<file path="src/rtl/solver_sequencer.sv">
// Sequencer for the division-table solver: streams ROM entries into the pipeline,
// tracks in-flight work and accumulates results. Optional: SOLVER_SEQ_OVERFLOW_DETECT_EN.
module solver_sequencer #(
  parameter int ENTRY_COUNT = 468,
  parameter int ADDR_W      = 9,
  parameter int DATA_W      = 64,
  parameter int INFLIGHT_W  = 6
) (
  input  logic              clk,
  input  logic              rst,
  input  logic              start,
  output logic [ADDR_W-1:0] rom_addr,
  output logic              rom_rd_en,
  output logic              issue_valid,
  input  logic              issue_ready,
  input  logic              res_valid,
  input  logic [DATA_W-1:0] res_data,
  output logic [DATA_W-1:0] total_sum,
  output logic [15:0]       contrib_count,
  output logic              busy,
  output logic              done,
  output logic              proto_err,
  output logic              overflow
);

  localparam int CNT_W = ADDR_W + 1;
  localparam logic [CNT_W-1:0] LAST = CNT_W'(ENTRY_COUNT);

  typedef enum logic [1:0] {S_IDLE, S_RUN, S_DRAIN, S_DONE} state_t;

  state_t                r_state, w_next;
  logic [CNT_W-1:0]      r_issued;
  logic                  r_issue_valid;
  logic [INFLIGHT_W-1:0] r_inflight;
  logic [DATA_W-1:0]     r_sum;
  logic [15:0]           r_count;
  logic                  r_proto_err;
  logic                  w_rd_en, w_hs, w_last_hs, w_enter_run, w_idle_res;
  logic [DATA_W-1:0]     w_sum_nxt;

  // At most one read is outstanding, so once every read has been issued the
  // entry sitting in the output register is the last one.
  assign w_rd_en     = (r_state == S_RUN) && (r_issued < LAST) && (!r_issue_valid || issue_ready);
  assign w_hs        = r_issue_valid && issue_ready;
  assign w_last_hs   = (r_state == S_RUN) && w_hs && (r_issued == LAST);
  assign w_enter_run = start && ((r_state == S_IDLE) || (r_state == S_DONE));
  assign w_idle_res  = (r_inflight == '0) || (r_state == S_IDLE) || (r_state == S_DONE);

  always_ff @(posedge clk or posedge rst) begin
    if (rst) r_state <= S_IDLE;
    else     r_state <= w_next;
  end

  always_comb begin
    w_next = r_state;
    case (r_state)
      S_IDLE:  if (start) w_next = S_RUN;
      S_RUN:   if (w_last_hs) w_next = S_DRAIN;
      S_DRAIN: if (r_inflight == '0) w_next = S_DONE;
      S_DONE:  if (start) w_next = S_RUN;
      default: w_next = S_IDLE;
    endcase
  end

  always_ff @(posedge clk or posedge rst) begin
    if (rst) begin
      r_issued      <= '0;
      r_issue_valid <= 1'b0;
    end else begin
      if (w_enter_run)  r_issued <= '0;
      else if (w_rd_en) r_issued <= r_issued + 1'b1;
      if (w_rd_en)          r_issue_valid <= 1'b1;
      else if (issue_ready) r_issue_valid <= 1'b0;
    end
  end

  // Simultaneous issue and retire cancel; a stray result never drives it negative.
  always_ff @(posedge clk or posedge rst) begin
    if (rst) begin
      r_inflight <= '0;
    end else if (w_hs && !res_valid) begin
      r_inflight <= r_inflight + 1'b1;
    end else if (!w_hs && res_valid && (r_inflight != '0)) begin
      r_inflight <= r_inflight - 1'b1;
    end
  end

`ifdef SOLVER_SEQ_OVERFLOW_DETECT_EN
  logic [DATA_W:0] w_add_full;
  logic            r_overflow;
  assign w_add_full = {1'b0, r_sum} + {1'b0, res_data};
  assign w_sum_nxt  = w_add_full[DATA_W-1:0];
  always_ff @(posedge clk or posedge rst) begin
    if (rst)                               r_overflow <= 1'b0;
    else if (w_enter_run)                  r_overflow <= 1'b0;
    else if (res_valid && w_add_full[DATA_W]) r_overflow <= 1'b1;
  end
  assign overflow = r_overflow;
`else
  assign w_sum_nxt = r_sum + res_data;
  assign overflow  = 1'b0;
`endif

  always_ff @(posedge clk or posedge rst) begin
    if (rst) begin
      r_sum       <= '0;
      r_count     <= '0;
      r_proto_err <= 1'b0;
    end else if (w_enter_run) begin
      r_sum       <= '0;
      r_count     <= '0;
      r_proto_err <= 1'b0;
    end else if (res_valid) begin
      r_sum   <= w_sum_nxt;
      r_count <= r_count + 16'd1;
      if (w_idle_res) r_proto_err <= 1'b1;
    end
  end

  assign rom_addr      = r_issued[ADDR_W-1:0];
  assign rom_rd_en     = w_rd_en;
  assign issue_valid   = r_issue_valid;
  assign total_sum     = r_sum;
  assign contrib_count = r_count;
  assign busy          = (r_state == S_RUN) || (r_state == S_DRAIN);
  assign done          = (r_state == S_DONE);
  assign proto_err     = r_proto_err;

endmodule
</file>
<file path="config.mk">
export PLATFORM = sky130hd
export DESIGN_NAME = solver_sequencer
export DESIGN_NICKNAME = d
export VERILOG_FILES = /design/src/rtl/solver_sequencer.sv
export SDC_FILE = /design/constraint.sdc
export NUM_CORES = 1
export LEC_CHECK = 0
export ABC_AREA = 0
export CAP_MARGIN = 20
export CORE_AREA = 8 8 141 143
export DETAILED_ROUTE_END_ITERATION = 10
export DIE_AREA = 0 0 149 151
export HOLD_SLACK_MARGIN = 0.05
export PLACE_DENSITY = 0.77
export SYNTH_ARGS = -nofsm -noshare
export SYNTH_HDL_FRONTEND = slang
export SYNTH_SLANG_ARGS = --single-unit
</file>
<file path="constraint.sdc">
create_clock -name clk -period 3.3 [get_ports clk]
set_input_delay 0.66 -clock clk [delete_from_list [all_inputs] [get_ports clk]]
set_output_delay 0.66 -clock clk [all_outputs]
set_load 0.02 [all_outputs]
</file>
* Yosys cells after proc, flatten, opt, wreduce, memory -nomap -nowiden
Cells that the tools add are included.
** Operators by class
- Divide/modulo/power cells :: 0
- Add/subtract/negate cells :: 5
- Shift-type cells :: 0
- $mul :: 0
- Reduce and logical (&&, ||, !) cells :: 28
- Mux-type cells :: 17
- $lt $le $gt $ge :: 1
- Equal/unequal tests :: 7
- Bitwise logic cells :: 0
** Operator list (count)
- 2-to-1 mux 64 bit :: 2
- adder 64 bit :: 1
- 2-to-1 mux 16 bit :: 2
- 2-to-1 mux 10 bit :: 2
- adder 16 x 1 -> 16 bit (second input constant) :: 1
- 2-to-1 mux 6 bit :: 2
- adder 10 x 1 -> 10 bit (second input constant) :: 1
- equality test 10 x 9 -> 1 bit (second input constant) :: 1
- < comparator 10 x 9 -> 1 bit (second input constant) :: 1
- nonzero test 2 bit :: 5
- logical AND 1 bit :: 9
- adder 6 x 1 -> 6 bit (second input constant) :: 1
- logical NOT 6 bit :: 1
- 2-to-1 mux 2 bit :: 3
- case mux 2 bit (3 select lines) :: 1
- nonzero test 6 bit :: 1
- subtractor 6 x 1 -> 6 bit (second input constant) :: 1
- logical OR 1 bit :: 5
- 2-to-1 mux 1 bit :: 5
- equality test 2 bit (second input constant) :: 2
- inequality test 2 bit (second input constant) :: 2
- logical NOT 1 bit :: 3
- AND reduction 3 bit :: 1
- equality test 2 x 1 -> 1 bit (second input constant) :: 1
- 4 further kinds :: 4
** Storage, ports and cells
- Memories kept :: 0
- Output and inout port bits :: 95
- Latch bits :: 0
- ROM bits :: 0
- RAM bits :: 0
- Register bits after elaboration :: 100
- Word-level logic and storage cells :: 65
- Input port bits :: 69

* Longest topological paths before layout
Gate-level depths: netlist of run 1.
- Word-level depth :: 6
- Mapped depth :: 12
- Mapped depth without buffers :: 12

* Worst setup path after synthesis of run 1
OpenSTA, ideal clock, no wires.
- Path type :: input-to-reg
- Start :: input res_data[0]
- End :: register r_sum[50] (netlist: total_sum[50])
- Library setup time :: 0.136 ns
- Data arrival time :: 3.110 ns
- Slack :: 0.054 ns
- Data required time :: 3.164 ns
- Cell stages on the path :: 12
- Path buffers :: 0
- Cell sequence :: ha_1 > fa_1 > a21o_1 > a311oi_1 > nor3_2 > o2111ai_4 > a211oi_2 > o2111ai_2 > and2_4 > o21ai_4 > a2111oi_2 > a211oi_2
** Between the ends
- Cells in the longest elaborated chain, start to end :: 3
** Ends and longest elaborated chain
- start, declared :: line 17 : input logic [DATA_W-1:0] res_data,
- adder 64 bit :: line 100 : assign w_sum_nxt = r_sum + res_data;
- 2-to-1 mux 64 bit :: line 113 : end else if (res_valid) begin
- 2-to-1 mux 64 bit :: line 109 : end else if (w_enter_run) begin
- end signal, assigned :: line 114 : r_sum <= w_sum_nxt;
- end, declared :: line 35 : logic [DATA_W-1:0] r_sum;
No other way between the ends. The select of a mux whose other input is x is not followed.
A chain may end at the register's enable or synchronous reset.

* Final worst setup path of run 1
- Start :: input res_data[5]
- End :: register r_sum[59] (netlist: total_sum[59])
Same word-level chain as after synthesis.

==> results of run 1 <==
==> what timing repair did <==
action                                  in CTS  in global routing
endpoints found under the setup margin      24                 28
setup buffers                                3                 10
pin swaps                                   26                 40
resized for setup                           38                 54
==> cell usage after synthesis (all sizes together), types with 4 or more instances <==
master | count | share of area
nand3 | 20 | 0.013
a2111oi | 4 | 0.010
a31oi | 14 | 0.013
dfrtp | 100 | 0.30
or2 | 4 | 0.0030
and3 | 12 | 0.0090
nor2 | 120 | 0.054
o21bai | 19 | 0.018
a21oi | 99 | 0.059
o31ai | 4 | 0.0075
o211ai | 5 | 0.0051
clkbuf | 22 | 0.011
ha | 75 | 0.11
nand3b | 6 | 0.0054
buf | 26 | 0.025
xor2 | 32 | 0.034
inv | 28 | 0.013
nand4 | 21 | 0.018
xnor2 | 44 | 0.046
mux2i | 32 | 0.038
a21o | 37 | 0.033
a311oi | 4 | 0.0042
o21ai | 51 | 0.032
nand2b | 6 | 0.0045
and2 | 9 | 0.0075
o21a | 6 | 0.0054
or3 | 4 | 0.0030
a211o | 4 | 0.0042
nand2 | 74 | 0.034
nor3 | 12 | 0.0091
o22ai | 7 | 0.0052
a211oi | 10 | 0.014
==> final timing paths <==
check	start	endpoint	slack (ns)	depth (start not counted)
min in group asynchronous	rst	total_sum[0]	0.65	2
max	res_data[5]	total_sum[59]	0.11	12
max in group asynchronous	rst	total_sum[12]	1.89	3
min	r_inflight[5]	r_inflight[5]	0.48	1
min reg2reg	r_inflight[5]	r_inflight[5]	0.48	1
max reg2reg	total_sum[0]	total_sum[50]	0.13	13
==> per-stage QoR <==
stage / hold slack, ns / total power (uW) / setup slack, ns / setup TNS, ns
finish: 0.4793 / 11240 / 0.1062 / 0
global route: 0.5233 / 12080 / -0.06353 / -0.08988
CTS: 0.4827 / 10890 / 0.0004217 / 0
detailed placement: 0.4660 / 9491 / -0.6113 / -17.25
global placement: 0.4644 / 9327 / -0.5207 / -14.34
floorplan: 0.4429 / 6614 / 0.02122 / 0
==> metal layers <==
metal | wire [um] | part of all wire | vias up | global-route usage
li1 | - | - | 4020 | -
met1 | 11900 | 0.45 | 4006 | 0.2836
met2 | 12790 | 0.48 | 258 | 0.3910
met4 | 647 | 0.024 | 0 | 0.07925
met3 | 1387 | 0.052 | 53 | 0.03675
met5 | 0 | 0 | - | 0
==> registers in the layout, summed over array words and instances (netlist names) <==
name           cells
r_inflight         6
r_issued          10
r_state            2
issue_valid        1
total_sum         64
proto_err          1
contrib_count     16
==> area by class of cell <==
class	instances	area (um2)	area share
clock buffers	9	225.2	0.01870
inverters	29	111.4	0.009245
repair buffers	325	2905	0.2412
flip-flops and latches	100	2502	0.2077
clock inverters	7	91.34	0.007583
multi-input cells	778	5923	0.4917
well taps	229	286.5	0.02379
==> power by group through the flow <==
stage / logic, uW / clock network (uW) / registers, uW
4_1_cts: 7600 / 1150 / 2140
5_1_grt: 8640 / 1200 / 2240
3_5_place_dp: 7370 / 0 / 2120
6_report: 7930 / 1130 / 2180
2_1_floorplan: 4140 / 0 / 2470
3_3_place_gp: 7210 / 0 / 2110
==> kinds of logic (layout without fill, tap and decap cells) <==
kind of cell             after synthesis  after routing
AO/OA/AOI/OAI                        287            287
XOR/XNOR                              76             76
adder cells (fa/ha/maj)               77             77
buffers and inverters                 77            370
flip-flops                           100            100
multiplexers                          34             34
other                                  1              1
AND/OR/NAND/NOR                      303            303
==> impl_metrics.toml, run 1 <==
[layout]
design_area_mm2 = 0.01205
drive_gt1_frac = 0.2179
antenna_cells = 0
fin_cells = 1477
final_cell_mix = "buf_4, clkdlybuf4s50_1, nor2_1"
postLayoutCoreUtil = 0.6822
syn_to_final_growth_pct = 44.12
fin_nets = 1389
n_fill_cell = 1394
final_common_cell = "buf_4"

[clock_tree]
clk-insertion-delay-late_ns = 0.36
cts_tree = "done"
cts_buffers = 9
holdBufCountCts = 0
htreeDepth = 3
cts_sinks = 100
cts-root-buf = "clkbuf_16"
path_clk_slew_ns = 0.09
clock_path_buffers = 2

[die]
ios = 164
core_area_mm2 = 0.01766
die_h_um = 151
initial_utilization = 0.4734
rows = 49
dieArea_mm2 = 0.02250
die_w_um = 149

[synth]
syn_area_mm2 = 0.008358
syn_nets = 1101
synthMuxAreaShare = 0.04102
ys_ff_latch = 100
synth_top_family_by_area = "compound AO/OA/AOI/OAI gates"
synth-main-ff-cell = "dfrtp_1"
synthXorXnorAreaFrac = 0.07964
synth-warning-count = 0
synth_fa_ha_area_frac = 0.1171
yosysUniqueCellTypes = 85
synthCells = 955
synthArstFlopShare = 1.000
synth_compound_area_frac = 0.2395
syn_area_per_cell_um2 = 8.752
seq_area_frac_synth = 0.2994
synthSimpleGateAreaFrac = 0.1744
synth-edff-count = 0

[route]
wl_per_cell_um = 18.10
num_vias = 8337
ant_nets = 0
drc = 0
drt_wl_total_um = 26730
drtPass1Iterations = 8
drt_iter0_markers = 444
drt-vias-per-instance = 5.645

[critical_path]
crit_type = "in2reg"
critPathSlowestCell = "clkdlybuf4s50_1"
cp_max_fo = 5
crit_chain = "clkdlybuf4s50_1, ha_1, a21o_1, a2111oi_4, o21ai_2, a211oi_4, o211a_4, a31oi_2, or3_1, xor2_1, mux2i_1, nor2_1"
cpPeakStageDelay_ns = 0.43
endpoint_kind = "register"
startpoint_type = "primary input"
critPathBufInv = 1
cp_top_family = "compound AO/OA/AOI/OAI gates"
cp.arrival_ns = 3.42
required_ns = 3.53

[timing]
finalHoldViolCount = 0
finalClockSkew_ns = 0.01042
max_freq_ghz = 0.3131
maxSlewViolCount = 0
finalCritPeriodShare = 0.9678
slew_headroom = 0.5315
rsz0062_at_grt = "yes"
finalSetupViolations = 0
period_needed_ns = 3.194
worst_pin_slew_ns = 0.7028

[global_route]
grt_pass1_vias = 8536
track_usage = 0.2273
grt-ovfl-total = 0
antenna_found_initial = 0
grt_pass1_wl_um = 41900
grt_max_degree = 48

[placement]
placed_cells = 1448
placed_cell_area_mm2 = 0.01113
portBuffers = 162
routabilityCongestion = 0.9088
hpwlAfterDp_um = 19620

[worst_hold_path]
hold_class = "reg2reg"

[power_and_ir_drop]
internal_power_uw = 6076
clock_power_share = 0.101
seq_power_share = 0.194
p_per_area_mw_per_mm2 = 933.4
combPwrFrac = 0.706
leakagePower_uw = 0.005561
power.net_switching_uw = 5167
switching_share = 0.4596
vdd_drop_max_mv = 0.4697

[outcome]
outcome = "completed"

[flow_run]
drv_cap = 0
Power figures use the tool's default switching activity.
==> run 2, diff against run 1 <==
- MAX_ROUTING_LAYER: default -> met4
==> run 2 against run 1 <==
  * Count of clock-buffer cells in the layout unchanged
  * Global-route usage up 0.66 points
  * Cell count increased by 0.14%
  * Combinational power increased by 0.8%
  * Setup slack improved by 0.0078 ns
  * Non-clock buffer count is 2 higher
  * Design area grew 0.65%
  * Critical path depth unchanged
  * Maximum frequency rose by 0.24%
  * Routed wire length down 1.1%
  * Largest cell class unchanged
  * Highest routed layer unchanged
==> impl_metrics.toml, run 2 (synthesized netlist as in run 1, its figures left out) <==
[clock_tree]
clock_path_buffers = 2
path_clk_slew_ns = 0.09
cts_buffers = 9
htreeDepth = 3
holdBufCountCts = 0
cts_sinks = 100
cts-root-buf = "clkbuf_16"
cts_tree = "done"
clk-insertion-delay-late_ns = 0.36

[layout]
final_common_cell = "buf_4"
seqCellArea_mm2 = 0.002502
n_fill_cell = 1363
antenna_cells = 0
fin_cells = 1479
largest_reg_flops = 64
multi_input_area_mm2 = 0.005973
final_cell_mix = "buf_4, clkdlybuf4s50_1, nor2_1"
syn_to_final_growth_pct = 45.06
drive_gt1_frac = 0.2280
design_area_mm2 = 0.01212
fin_nets = 1391

[critical_path]
cp_max_fo = 5
required_ns = 3.55
reg2reg_slack_ns = 0.25
cp.arrival_ns = 3.44
crit_end = "total_sum[63]"
endpoint_kind = "register"
rr_startpoint = "total_sum[36]"
rr_worst_depth = 12
crit_start = "res_data[21]"
crit_type = "in2reg"
startpoint_type = "primary input"
worstReg2RegEnd = "total_sum[62]"

[route]
drtPass1Iterations = 5
ant_nets = 0
num_vias = 8295
drc = 0
drt_wl_total_um = 26450
wl_per_cell_um = 17.88
drt-vias-per-instance = 5.609
drt_iter0_markers = 499

[worst_hold_path]
hold_depth = 1
hold_class = "reg2reg"

[timing]
finalClockSkew_ns = 0.01075
fin_ws_ns = 0.1139
maxSlewViolCount = 0
rsz0062_at_grt = "no"
max_freq_ghz = 0.3139
finalHoldViolCount = 0
period_needed_ns = 3.186
finalSetupViolations = 0
slew_headroom = 0.5447
worst_pin_slew_ns = 0.6829
finalCritPeriodShare = 0.9655

[placement]
portBuffers = 162
routabilityCongestion = 0.9018
hpwlAfterDp_um = 19590
placed_cell_area_mm2 = 0.01116
placed_cells = 1451
post-place-ws_ns = -0.5299

[power_and_ir_drop]
vdd_drop_max_mv = 0.4894
leakagePower_uw = 0.005584
p_per_area_mw_per_mm2 = 933.1

[global_route]
antenna_found_initial = 0
grt_pass1_vias = 8367
track_usage = 0.2339
grt_max_degree = 57
grt_pass1_wl_um = 41820
grt-ovfl-total = 0

[die]
die_w_um = 149
dieArea_mm2 = 0.02250
die_h_um = 151
initial_utilization = 0.4734
ios = 164
rows = 49
core_area_mm2 = 0.01766

[outcome]
outcome = "completed"

[flow_run]
drv_cap = 0
[run 2: routing by layer]
metal | routed length (um) | share of wire | vias up | track usage
met5 | 0 | 0 | - | -
met2 | 12960 | 0.49 | 259 | 0.3876
met3 | 1302 | 0.049 | 30 | 0.03257
li1 | - | - | 4030 | -
met1 | 11760 | 0.44 | 3976 | 0.2914
met4 | 419 | 0.016 | 0 | 0.07219
[run 2: worst min path at each step]
stage	start	endpoint	slack (ns)
2_1_floorplan	r_inflight[5]	r_inflight[5]	0.44
3_3_place_gp	r_inflight[5]	r_inflight[5]	0.46
3_5_place_dp	r_inflight[5]	r_inflight[5]	0.47
4_1_cts	r_inflight[5]	r_inflight[5]	0.49
5_1_grt	r_inflight[5]	r_inflight[5]	0.50
6_report	r_inflight[5]	r_inflight[5]	0.48
[run 2: metrics by stage]
step	utilization	TNS, ns	hold WS, ns	total power [uW]
after detailed placement	0.6322	-15.13	0.4744	9531
after floorplan	-	0	0.4429	6614
final	0.6867	0	0.4822	11310
after global routing	0.6867	0	0.5034	12150
after CTS	0.6645	0	0.4892	10910
after global placement	0.6322	-13.78	0.4633	9353
[run 2: layout make-up]
cell class / instances / share of cell area
tap: 229 / 0.02363
inverter: 29 / 0.009185
sequential: 100 / 0.2064
multi-input combinational: 778 / 0.4927
clock buffer: 9 / 0.01858
timing repair buffer: 327 / 0.2418
clock inverter: 7 / 0.007740
[run 2: what timing repair did]
item                                    4_1_cts  5_1_grt
pin swaps                                    28       42
gates resized for setup                      37       70
setup buffers                                 6        6
endpoints found under the setup margin       18       29
[run 2: report_power, final]
| group | internal, uW | switching [uW] | leakage [uW] |
|---|---|---|---|
| clock | 549 | 585 | 0.000153 |
| sequential | 1680 | 508 | 0.00129 |
| combinational | 3880 | 4110 | 0.00415 |
[run 2: critical path, stage by stage]
cell and delay, ns:
clkdlybuf4s50_1 0.45, ha_2 0.20, a21o_1 0.17, o21bai_1 0.17
or2_4 0.27, a211oi_4 0.39, o211a_4 0.24, a31oi_2 0.11
o31ai_2 0.30, xnor2_1 0.18, a21oi_1 0.09, a31o_1 0.21
